==> config.mk <==
export PLATFORM = sky130hd
export DESIGN_NAME = rv32i_encoder
export DESIGN_NICKNAME = d
export VERILOG_FILES = /design/src/rtl/rv32i_pkg.sv /design/src/rtl/rv32i_encode_comb.sv /design/src/rtl/rv32i_encoder.sv
export SDC_FILE = /design/constraint.sdc
export NUM_CORES = 1
export LEC_CHECK = 0
export ABC_AREA = 1
export ABC_CLOCK_PERIOD_IN_PS = 4400
export CORE_UTILIZATION = 45
export DETAILED_ROUTE_END_ITERATION = 6
export PLACE_DENSITY = 0.77
export SLEW_MARGIN = 10
export SYNTH_ARGS = -nofsm -noshare
export SYNTH_HDL_FRONTEND = slang
export SYNTH_SLANG_ARGS = --single-unit
==> constraint.sdc <==
create_clock -name clk -period 4.4 [get_ports clk]
set_input_delay 1.1 -clock clk [delete_from_list [all_inputs] [get_ports clk]]
set_output_delay 1.1 -clock clk [all_outputs]
set_load 0.01 [all_outputs]
==> src/rtl/rv32i_pkg.sv <==
// Shared RV32I definitions for the encoder (and the matching decoder).
// Contents: instruction class codes, 5-bit major opcodes (opcode[6:2]),
// format enum, encoder request payload, signed-range helper.
package rv32i_pkg;

    localparam int unsigned INST_W = 32;
    localparam int unsigned REG_W  = 5;

    typedef enum logic [3:0] {
        CLS_LOAD     = 4'd0,
        CLS_STORE    = 4'd1,
        CLS_MEMORDER = 4'd2,
        CLS_ALUREG   = 4'd3,
        CLS_ALUIMM   = 4'd4,
        CLS_LUI      = 4'd5,
        CLS_AUIPC    = 4'd6,
        CLS_JAL      = 4'd7,
        CLS_JALR     = 4'd8,
        CLS_BRANCH   = 4'd9,
        CLS_SYSCALL  = 4'd10
    } inst_class_e;

    localparam logic [4:0] OP_LOAD     = 5'b00000;
    localparam logic [4:0] OP_STORE    = 5'b01000;
    localparam logic [4:0] OP_MEMORDER = 5'b00011;
    localparam logic [4:0] OP_ALUREG   = 5'b01100;
    localparam logic [4:0] OP_ALUIMM   = 5'b00100;
    localparam logic [4:0] OP_LUI      = 5'b01101;
    localparam logic [4:0] OP_AUIPC    = 5'b00101;
    localparam logic [4:0] OP_JAL      = 5'b11011;
    localparam logic [4:0] OP_JALR     = 5'b11001;
    localparam logic [4:0] OP_BRANCH   = 5'b11000;
    localparam logic [4:0] OP_SYSCALL  = 5'b11100;

    typedef enum logic [2:0] {
        FMT_R, FMT_I, FMT_S, FMT_B, FMT_U, FMT_J, FMT_NONE
    } inst_fmt_e;

    // cls kept as raw code so illegal values 11-15 pass through unchanged
    typedef struct packed {
        logic [3:0]        cls;
        logic [REG_W-1:0]  rd;
        logic [REG_W-1:0]  rs1;
        logic [REG_W-1:0]  rs2;
        logic [2:0]        funct3;
        logic [6:0]        funct7;
        logic [INST_W-1:0] imm;
    } enc_req_t;

    // True when v[31:msb] are all equal, i.e. v fits a (msb+1)-bit signed field
    function automatic logic fits_signed(input logic [INST_W-1:0] v, input int unsigned msb);
        logic [INST_W-1:0] s;
        s = INST_W'($signed(v) >>> msb);
        return (s == '0) || (s == '1);
    endfunction

endpackage

==> src/rtl/rv32i_encode_comb.sv <==
// Pure combinational RV32I field packer.
// Ports: req (fields + class) in; word (encoded instruction), legal out.
module rv32i_encode_comb
    import rv32i_pkg::*;
(
    input  enc_req_t          req,
    output logic [INST_W-1:0] word,
    output logic              legal
);

    logic [4:0] opcode;
    inst_fmt_e  fmt;
    logic [6:0] op7;
    logic       is_shift;

    // Class -> major opcode and format
    always_comb begin
        opcode = OP_LOAD;
        fmt    = FMT_NONE;
        case (req.cls)
            CLS_LOAD:     begin opcode = OP_LOAD;     fmt = FMT_I; end
            CLS_STORE:    begin opcode = OP_STORE;    fmt = FMT_S; end
            CLS_MEMORDER: begin opcode = OP_MEMORDER; fmt = FMT_I; end
            CLS_ALUREG:   begin opcode = OP_ALUREG;   fmt = FMT_R; end
            CLS_ALUIMM:   begin opcode = OP_ALUIMM;   fmt = FMT_I; end
            CLS_LUI:      begin opcode = OP_LUI;      fmt = FMT_U; end
            CLS_AUIPC:    begin opcode = OP_AUIPC;    fmt = FMT_U; end
            CLS_JAL:      begin opcode = OP_JAL;      fmt = FMT_J; end
            CLS_JALR:     begin opcode = OP_JALR;     fmt = FMT_I; end
            CLS_BRANCH:   begin opcode = OP_BRANCH;   fmt = FMT_B; end
            CLS_SYSCALL:  begin opcode = OP_SYSCALL;  fmt = FMT_I; end
            default:      ;
        endcase
    end

    assign op7      = {opcode, 2'b11};
    // funct3 001/101 on ALUIMM are the shifts: funct7 + 5-bit shamt
    assign is_shift = (req.cls == CLS_ALUIMM) && (req.funct3[1:0] == 2'b01);

    // Field packing and legality per format
    always_comb begin
        word  = '0;
        legal = 1'b0;
        case (fmt)
            FMT_R: begin
                word  = {req.funct7, req.rs2, req.rs1, req.funct3, req.rd, op7};
                legal = 1'b1;
            end
            FMT_I: begin
                if (is_shift) begin
                    word  = {req.funct7, req.imm[4:0], req.rs1, req.funct3, req.rd, op7};
                    legal = (req.imm[31:5] == '0) &&
                            ((req.funct7 == 7'h00) ||
                             ((req.funct7 == 7'h20) && (req.funct3 == 3'b101)));
                end else begin
                    word  = {req.imm[11:0], req.rs1, req.funct3, req.rd, op7};
                    legal = fits_signed(req.imm, 11);
                end
            end
            FMT_S: begin
                word  = {req.imm[11:5], req.rs2, req.rs1, req.funct3, req.imm[4:0], op7};
                legal = fits_signed(req.imm, 11);
            end
            FMT_B: begin
                word  = {req.imm[12], req.imm[10:5], req.rs2, req.rs1, req.funct3,
                         req.imm[4:1], req.imm[11], op7};
                legal = fits_signed(req.imm, 12) && !req.imm[0];
            end
            FMT_U: begin
                word  = {req.imm[31:12], req.rd, op7};
                legal = (req.imm[11:0] == '0);
            end
            FMT_J: begin
                word  = {req.imm[20], req.imm[10:1], req.imm[11], req.imm[19:12], req.rd, op7};
                legal = fits_signed(req.imm, 20) && !req.imm[0];
            end
            default: ;
        endcase
    end

endmodule

==> src/rtl/rv32i_encoder.sv <==
// RV32I instruction encoder with valid/ready on both sides.
// Ports: clk, rst (async high); inValid/inReady + instruction fields in;
// outValid/outReady, instrOut, outAddr (byte address, +4 per word);
// errFlag (sticky drop) and errCount (saturating drop count).
// Output side is a 2-entry buffer: head drives the outputs, tail holds the second word.
module rv32i_encoder
    import rv32i_pkg::*;
#(
    parameter int unsigned XLEN      = 32,
    parameter int unsigned REG_COUNT = 5,
    parameter int unsigned ADDR_W    = 12,
    parameter int unsigned ERRCNT_W  = 8
) (
    input  logic                 clk,
    input  logic                 rst,
    input  logic                 inValid,
    output logic                 inReady,
    input  logic [3:0]           instClass,
    input  logic [REG_COUNT-1:0] rd,
    input  logic [REG_COUNT-1:0] rs1,
    input  logic [REG_COUNT-1:0] rs2,
    input  logic [2:0]           funct3,
    input  logic [6:0]           funct7,
    input  logic [XLEN-1:0]      imm,
    output logic                 outValid,
    input  logic                 outReady,
    output logic [XLEN-1:0]      instrOut,
    output logic [ADDR_W-1:0]    outAddr,
    output logic                 errFlag,
    output logic [ERRCNT_W-1:0]  errCount
);

    enc_req_t          req;
    logic [XLEN-1:0]   enc_word;
    logic              enc_legal;

    logic              accept, emit, push, drop;

    logic [XLEN-1:0]   tail_word;
    logic [ADDR_W-1:0] tail_addr;
    logic              tail_valid;
    logic [ADDR_W-1:0] addr_next;

    logic [XLEN-1:0]     head_word_nxt, tail_word_nxt;
    logic [ADDR_W-1:0]   head_addr_nxt, tail_addr_nxt, addr_next_nxt;
    logic                head_valid_nxt, tail_valid_nxt, in_ready_nxt, err_flag_nxt;
    logic [ERRCNT_W-1:0] err_count_nxt;

    assign req.cls    = instClass;
    assign req.rd     = rd;
    assign req.rs1    = rs1;
    assign req.rs2    = rs2;
    assign req.funct3 = funct3;
    assign req.funct7 = funct7;
    assign req.imm    = imm;

    rv32i_encode_comb u_encode (
        .req   (req),
        .word  (enc_word),
        .legal (enc_legal)
    );

    assign accept = inValid & inReady;
    assign emit   = outValid & outReady;
    assign push   = accept & enc_legal;
    assign drop   = accept & ~enc_legal;

    // Buffer, address and error next-state
    always_comb begin
        head_word_nxt  = instrOut;
        head_addr_nxt  = outAddr;
        head_valid_nxt = outValid;
        tail_word_nxt  = tail_word;
        tail_addr_nxt  = tail_addr;
        tail_valid_nxt = tail_valid;
        addr_next_nxt  = addr_next;
        err_flag_nxt   = errFlag;
        err_count_nxt  = errCount;

        // Pop first so a same-cycle push lands in the slot freed behind it
        if (emit) begin
            head_valid_nxt = tail_valid;
            tail_valid_nxt = 1'b0;
            if (tail_valid) begin
                head_word_nxt = tail_word;
                head_addr_nxt = tail_addr;
            end
        end

        if (push) begin
            if (!head_valid_nxt) begin
                head_word_nxt  = enc_word;
                head_addr_nxt  = addr_next;
                head_valid_nxt = 1'b1;
            end else begin
                tail_word_nxt  = enc_word;
                tail_addr_nxt  = addr_next;
                tail_valid_nxt = 1'b1;
            end
            addr_next_nxt = addr_next + ADDR_W'(4);
        end

        if (drop) begin
            err_flag_nxt = 1'b1;
            if (errCount != {ERRCNT_W{1'b1}})
                err_count_nxt = errCount + ERRCNT_W'(1);
        end

        in_ready_nxt = ~(head_valid_nxt & tail_valid_nxt);
    end

    // State registers
    always_ff @(posedge clk or posedge rst) begin
        if (rst) begin
            instrOut   <= '0;
            outAddr    <= '0;
            outValid   <= 1'b0;
            tail_word  <= '0;
            tail_addr  <= '0;
            tail_valid <= 1'b0;
            addr_next  <= '0;
            errFlag    <= 1'b0;
            errCount   <= '0;
            inReady    <= 1'b1;
        end else begin
            instrOut   <= head_word_nxt;
            outAddr    <= head_addr_nxt;
            outValid   <= head_valid_nxt;
            tail_word  <= tail_word_nxt;
            tail_addr  <= tail_addr_nxt;
            tail_valid <= tail_valid_nxt;
            addr_next  <= addr_next_nxt;
            errFlag    <= err_flag_nxt;
            errCount   <= err_count_nxt;
            inReady    <= in_ready_nxt;
        end
    end

endmodule

# Yosys cells after proc, flatten, opt, wreduce, memory -nomap -nowiden
# Cells that the tools add are included.
# totals
output_inout_bits	55
inputBits	65
rom_bits	0
latchBits	0
regBits	112
mem_bits_rw	0
n_memories	0
# op_classes
n_bitwise	7
eq_ne	22
n_addsub	2
mul	0
n_shift	0
n_mux	19
order_cmp	0
n_div	0
reduce_logical	22
# ops
cell	count
one-hot mux 32 bit (6 select lines)	1
2-to-1 mux 32 bit	5
equality test 32 bit, second input constant	3
logical NOT 32 bit	3
one-hot mux 5 bit (10 select lines)	1
2-to-1 mux 12 bit	4
logical NOT 27 bit	1
one-hot mux 3 bit (6 select lines)	1
equality test 4 x 3 -> 1 bit, second input constant	4
adder 12 x 3 -> 12 bit, second input constant	1
equality test 4 bit, second input constant	3
logical NOT 12 bit	1
equality test 3 bit, second input constant	3
adder 8 x 1 -> 8 bit, second input constant	1
equality test 4 x 2 -> 1 bit, second input constant	2
inequality test 8 bit, second input constant	1
equality test 7 x 6 -> 1 bit, second input constant	1
logical NOT 7 bit	1
equality test 3 x 2 -> 1 bit, second input constant	2
2-to-1 mux 1 bit	6
one-hot mux 1 bit (6 select lines)	1
AND 1 bit	5
logical AND 1 bit	5
OR reduction 5 bit	1
other kinds (10)	15

# Depth between registers and ports, before layout
# depth
depth_word	10
ltp_mapped	15

# Cells and area by module
# From an unflattened synthesis, not the netlist that was laid out.
# unflattened
hier_cells	830
hier_area_um2	5940.7
# modules_own_cells
mod	instances	seq_area_each_um2	cells_each	area_each_um2
rv32i_encoder	1	2703.8	600	4874.7
rv32i_encode_comb	1	0.0	230	1066.0

# Worst setup path before layout
# OpenSTA, ideal clock, no wires.
# synth_path
path_kind	input port to flip-flop
from	input instClass[3]
to	register addr_next[2]
t_arrival_ps	2327
n_path_buf	3
required_ps	4283
cell_stages	14
setup_time_ps	117
slack_ps	1956
path_cell_list	clkbuf_2 > inv_2 > nand2_2 > nand2_2 > nand2_1 > nand2_1 > nand2_1 > inv_1 > nor2_2 > nand2_2 > buf_4 > buf_2 > nand3_1 > nand2_1
# synth_via
elab_chain_len	6
elab_cells_between_ends	24
cone_classes	15 x eq/ne; 3 x mux; 1 x bitwise; 5 x reduce/logical
# synth_rtl
item	line	source
start, declared	rv32i_encoder.sv:18	input logic [3:0] instClass,
equality test 4 x 2 -> 1 bit (tied with other cells)	rv32i_encode_comb.sv:20	case (req.cls)
OR reduction 5 bit (no source line) / OR reduction 2 bit (equally long branches)	-	
one-hot mux 3 bit (6 select lines)	rv32i_encode_comb.sv:20	
equality test 3 bit (tied with other cells)	rv32i_encode_comb.sv:44	case (fmt)
one-hot mux 1 bit (6 select lines) (*)	rv32i_encode_comb.sv:44	
AND 1 bit (*)	rv32i_encoder.sv:65	assign push = accept & enc_legal;
end signal, assigned	rv32i_encoder.sv:132	addr_next <= addr_next_nxt;
end, declared	rv32i_encoder.sv:42	logic [ADDR_W-1:0] addr_next;
# Every way passes the cells marked *; elsewhere a longest branch is shown, timed or not.
# A chain may end at the register's enable or synchronous reset.

# Worst setup path in the final report
# layout_path
from	input instClass[3]
to	register instrOut[9]
# layout_via
elab_chain_len	7
elab_cells_between_ends	27
cone_classes	15 x eq/ne; 6 x mux; 1 x bitwise; 5 x reduce/logical
# layout_rtl
item	line	source
equality test 4 x 2 -> 1 bit (tied with other cells)	rv32i_encode_comb.sv:20	
OR reduction 5 bit (no source line) / OR reduction 2 bit (equally long branches)	-	
one-hot mux 3 bit (6 select lines)	rv32i_encode_comb.sv:20	
equality test 3 bit (tied with other cells)	rv32i_encode_comb.sv:44	
one-hot mux 32 bit (6 select lines) / one-hot mux 1 bit (6 select lines) (equally long branches)	rv32i_encode_comb.sv:44	
2-to-1 mux 32 bit / AND 1 bit (equally long branches)	rv32i_encoder.sv:91, rv32i_encoder.sv:65	
2-to-1 mux 32 bit (*)	rv32i_encoder.sv:90	if (push) begin
net head_word_nxt[9]	rv32i_encoder.sv:44	logic [XLEN-1:0] head_word_nxt, tail_word_nxt;
end signal, assigned	rv32i_encoder.sv:126	instrOut <= head_word_nxt;
end, declared	rv32i_encoder.sv:27	output logic [XLEN-1:0] instrOut,
# Mark *: on every way through the listed nets, which the timed path passes. The rest lies on a longest branch.

==> flow_summary.yaml <==
drt:
  ant_nets: 0
  first_iter_violations: 427
  routedWlPerCell_um: 14.70
  vias: 6585
  first_pass_iters: 6
  vias_per_cell: 5.460
  drc: 0
  wl_mm: 17.72
worst_setup_path:
  crit_arrival_ps: 3900
  path_max_fanout: 64
  critPathKind: "in2reg"
  critical_path.startpoint: "instClass[3]"
  r2r_start: "outValid"
  crit_path_start_kind: "input port"
  end_kind: "flip-flop"
  required_ps: 4640
finish:
  layout.nets: 1088
  drive_gt1_frac: 0.04776
  final_cell_mix: "nand2_1, clkdlybuf4s50_1, dfrtp_1"
  antenna_cells: 0
  area_delta_synth_final_pct: 25.44
  final_common_cell: "nand2_1"
  fin_cells: 1206
sta:
  rsz0062_at_grt: "false"
  hold_violations: 0
  slew_headroom: 0.5054
  tightest_slew_ps: 739.2
  tns_ps: 0
  fmax_mhz: 273.1
  fin_skew_ps: 5.384
  slew_violations: 0
  setup_viol: 0
  fin_crit_ps: 3662
  fin_crit_sh: 0.8322
  fin_ws_ps: 738.2
yosys:
  synth_top_area_share: 0.4172
  syn_area_per_cell_um2: 6.823
  netlist_area_mm2: 0.006359
  synth_warnings: 0
  ys.flop_type: "dfrtp_1"
  async_reset_ff_frac: 1.000
  synth_seq_cells: 107
  synth_cell_types: 35
  synthCells: 932
  synth_seq_area_share: 0.4213
  synthTopCellsByArea: "dfrtp_1, nand2_1, a21oi_1"
  synth_edf_count: 0
  synth.largest_area_cell: "dfrtp_1"
  synth_nets: 999
pwr:
  power_mw: 3.481
  vdd_drop_max_mv: 0.3063
  leakage_nw: 3.947
  power_density_mw_per_mm2: 436.4
global_route:
  grt_pass1_vias: 6073
  grt_max_degree: 67
  grt_usage: 0.2570
  grt.overflow.total: 0
  antenna_found_initial: 0
  grt_pass1_wl_mm: 29.63
floorplan:
  die_y_um: 120.9
  die_w_um: 120.9
  core-area_mm2: 0.01383
  die_area_mm2: 0.01461
  io_pins: 120
  floorplan.initialDensity: 0.4599
  rows: 43
clock_tree:
  cts_num_sinks: 107
  post_cts_buffers: 0
  cts-root-buf: "clkbuf_16"
  cts_tree: "done"
  cts_max_level: 3
  hold_buffers: 0
  clockBufferDepth: 2
  clk_latency_ps: 360
  cts_resized: 0
  cts_buffers: 9
  path_clk_slew_ps: 70
placement:
  dp_cells: 1190
  hpwl_mm: 12.02
  pre_cts_ws_ps: 421.6
  gp_routability_congestion: 0.9403
  portBuffers: 119
hold_path:
  min_from: "tail_word[15]"
  min_path_type: "reg2reg"
flow_run:
  max_cap_violations: 0
status:
  outcome: "finished clean"
==> power by group <==
group          switching, mW  internal [mW]  total [mW]
Combinational          0.689          0.553        1.24
Clock                  0.386          0.475       0.861
Sequential             0.168           1.21        1.38
Total                   1.24           2.24        3.48
==> critical path, cell delays in order <==
cell             delay [ps]
clkdlybuf4s50_1         580
inv_2                   170
nand3_1                 110
nor2_1                  590
nand3_1                 140
nand2_1                 110
inv_2                    40
nand2_1                  60
nor2_2                   50
nand2_2                  70
buf_4                   210
nand2_4                 220
buf_12                  270
nand2_1                  80
o21ai_0                  80
==> worst paths after layout <==
| path | endpoint | slack (ps) | depth (start not counted) |
|---|---|---|---|
| worst min-delay path | tail_word[15] | 480 | 2 |
| worst min register to register | tail_word[15] | 480 | 2 |
| min in group asynchronous | instrOut[8] | 1180 | 2 |
| worst max-delay path | instrOut[9] | 740 | 15 |
| worst max register to register | instrOut[26] | 2230 | 8 |
| max in group asynchronous | inReady | 2430 | 3 |
==> routing by layer <==
metal,track usage,part of all wire
met5,0,0
met3,0.04981,0.061
met1,0.3384,0.45
met4,0.1011,0.027
met2,0.4161,0.46
==> sequential cells by signal (all words and copies together), names as in the netlist <==
name and flops:
addr_next 10, errCount 8, errFlag 1, inReady 1
instrOut 32, outAddr 12, outValid 1, tail_addr 10
tail_valid 1, tail_word 31
==> cells in the mapped netlist (8+ instances only) <==
cell type / number
clkbuf_1: 19
nand2_1: 413
nand4_1: 55
o21ai_0: 34
nor2_1: 54
o21ai_1: 11
dfrtp_1: 106
buf_2: 14
inv_1: 35
buf_1: 10
nand3_1: 55
a21oi_1: 69
xor2_1: 8
==> kinds of logic (layout without fill, tap and decap cells) <==
group | after synthesis | count (layout) | share of synthesized area
xor gates and xnor gates | 14 | 14 | 0.01928
adders and majority gates | 2 | 2 | 0.003935
buffers and inverters | 93 | 187 | 0.06375
AOI/OAI and AO/OA | 123 | 123 | 0.1006
and+or+nand+nor | 593 | 593 | 0.3912
DFF | 107 | 107 | 0.4213
==> through the flow <==
stage | instance area [um^2] | hold slack (ps) | util
6_report | 7976 | 476.0 | 0.5769
3_3_place_gp | 7665 | 454.7 | 0.5543
4_1_cts | 7976 | 476.5 | 0.5769
5_1_grt | 7976 | 489.5 | 0.5769
2_1_floorplan | 6359 | 434.5 | -
3_5_place_dp | 7665 | 458.7 | 0.5543
==> layout make-up <==
class,count,area [um^2]
clock buffer,11,252.7
tap,180,225.2
clock inverter,5,58.81
sequential,107,2679
multi-input combinational,732,3293
inverter,41,156.4
fill,1266,5851
timing repair buffer,130,1311
No activity file was read; power rests on OpenSTA's default activity.
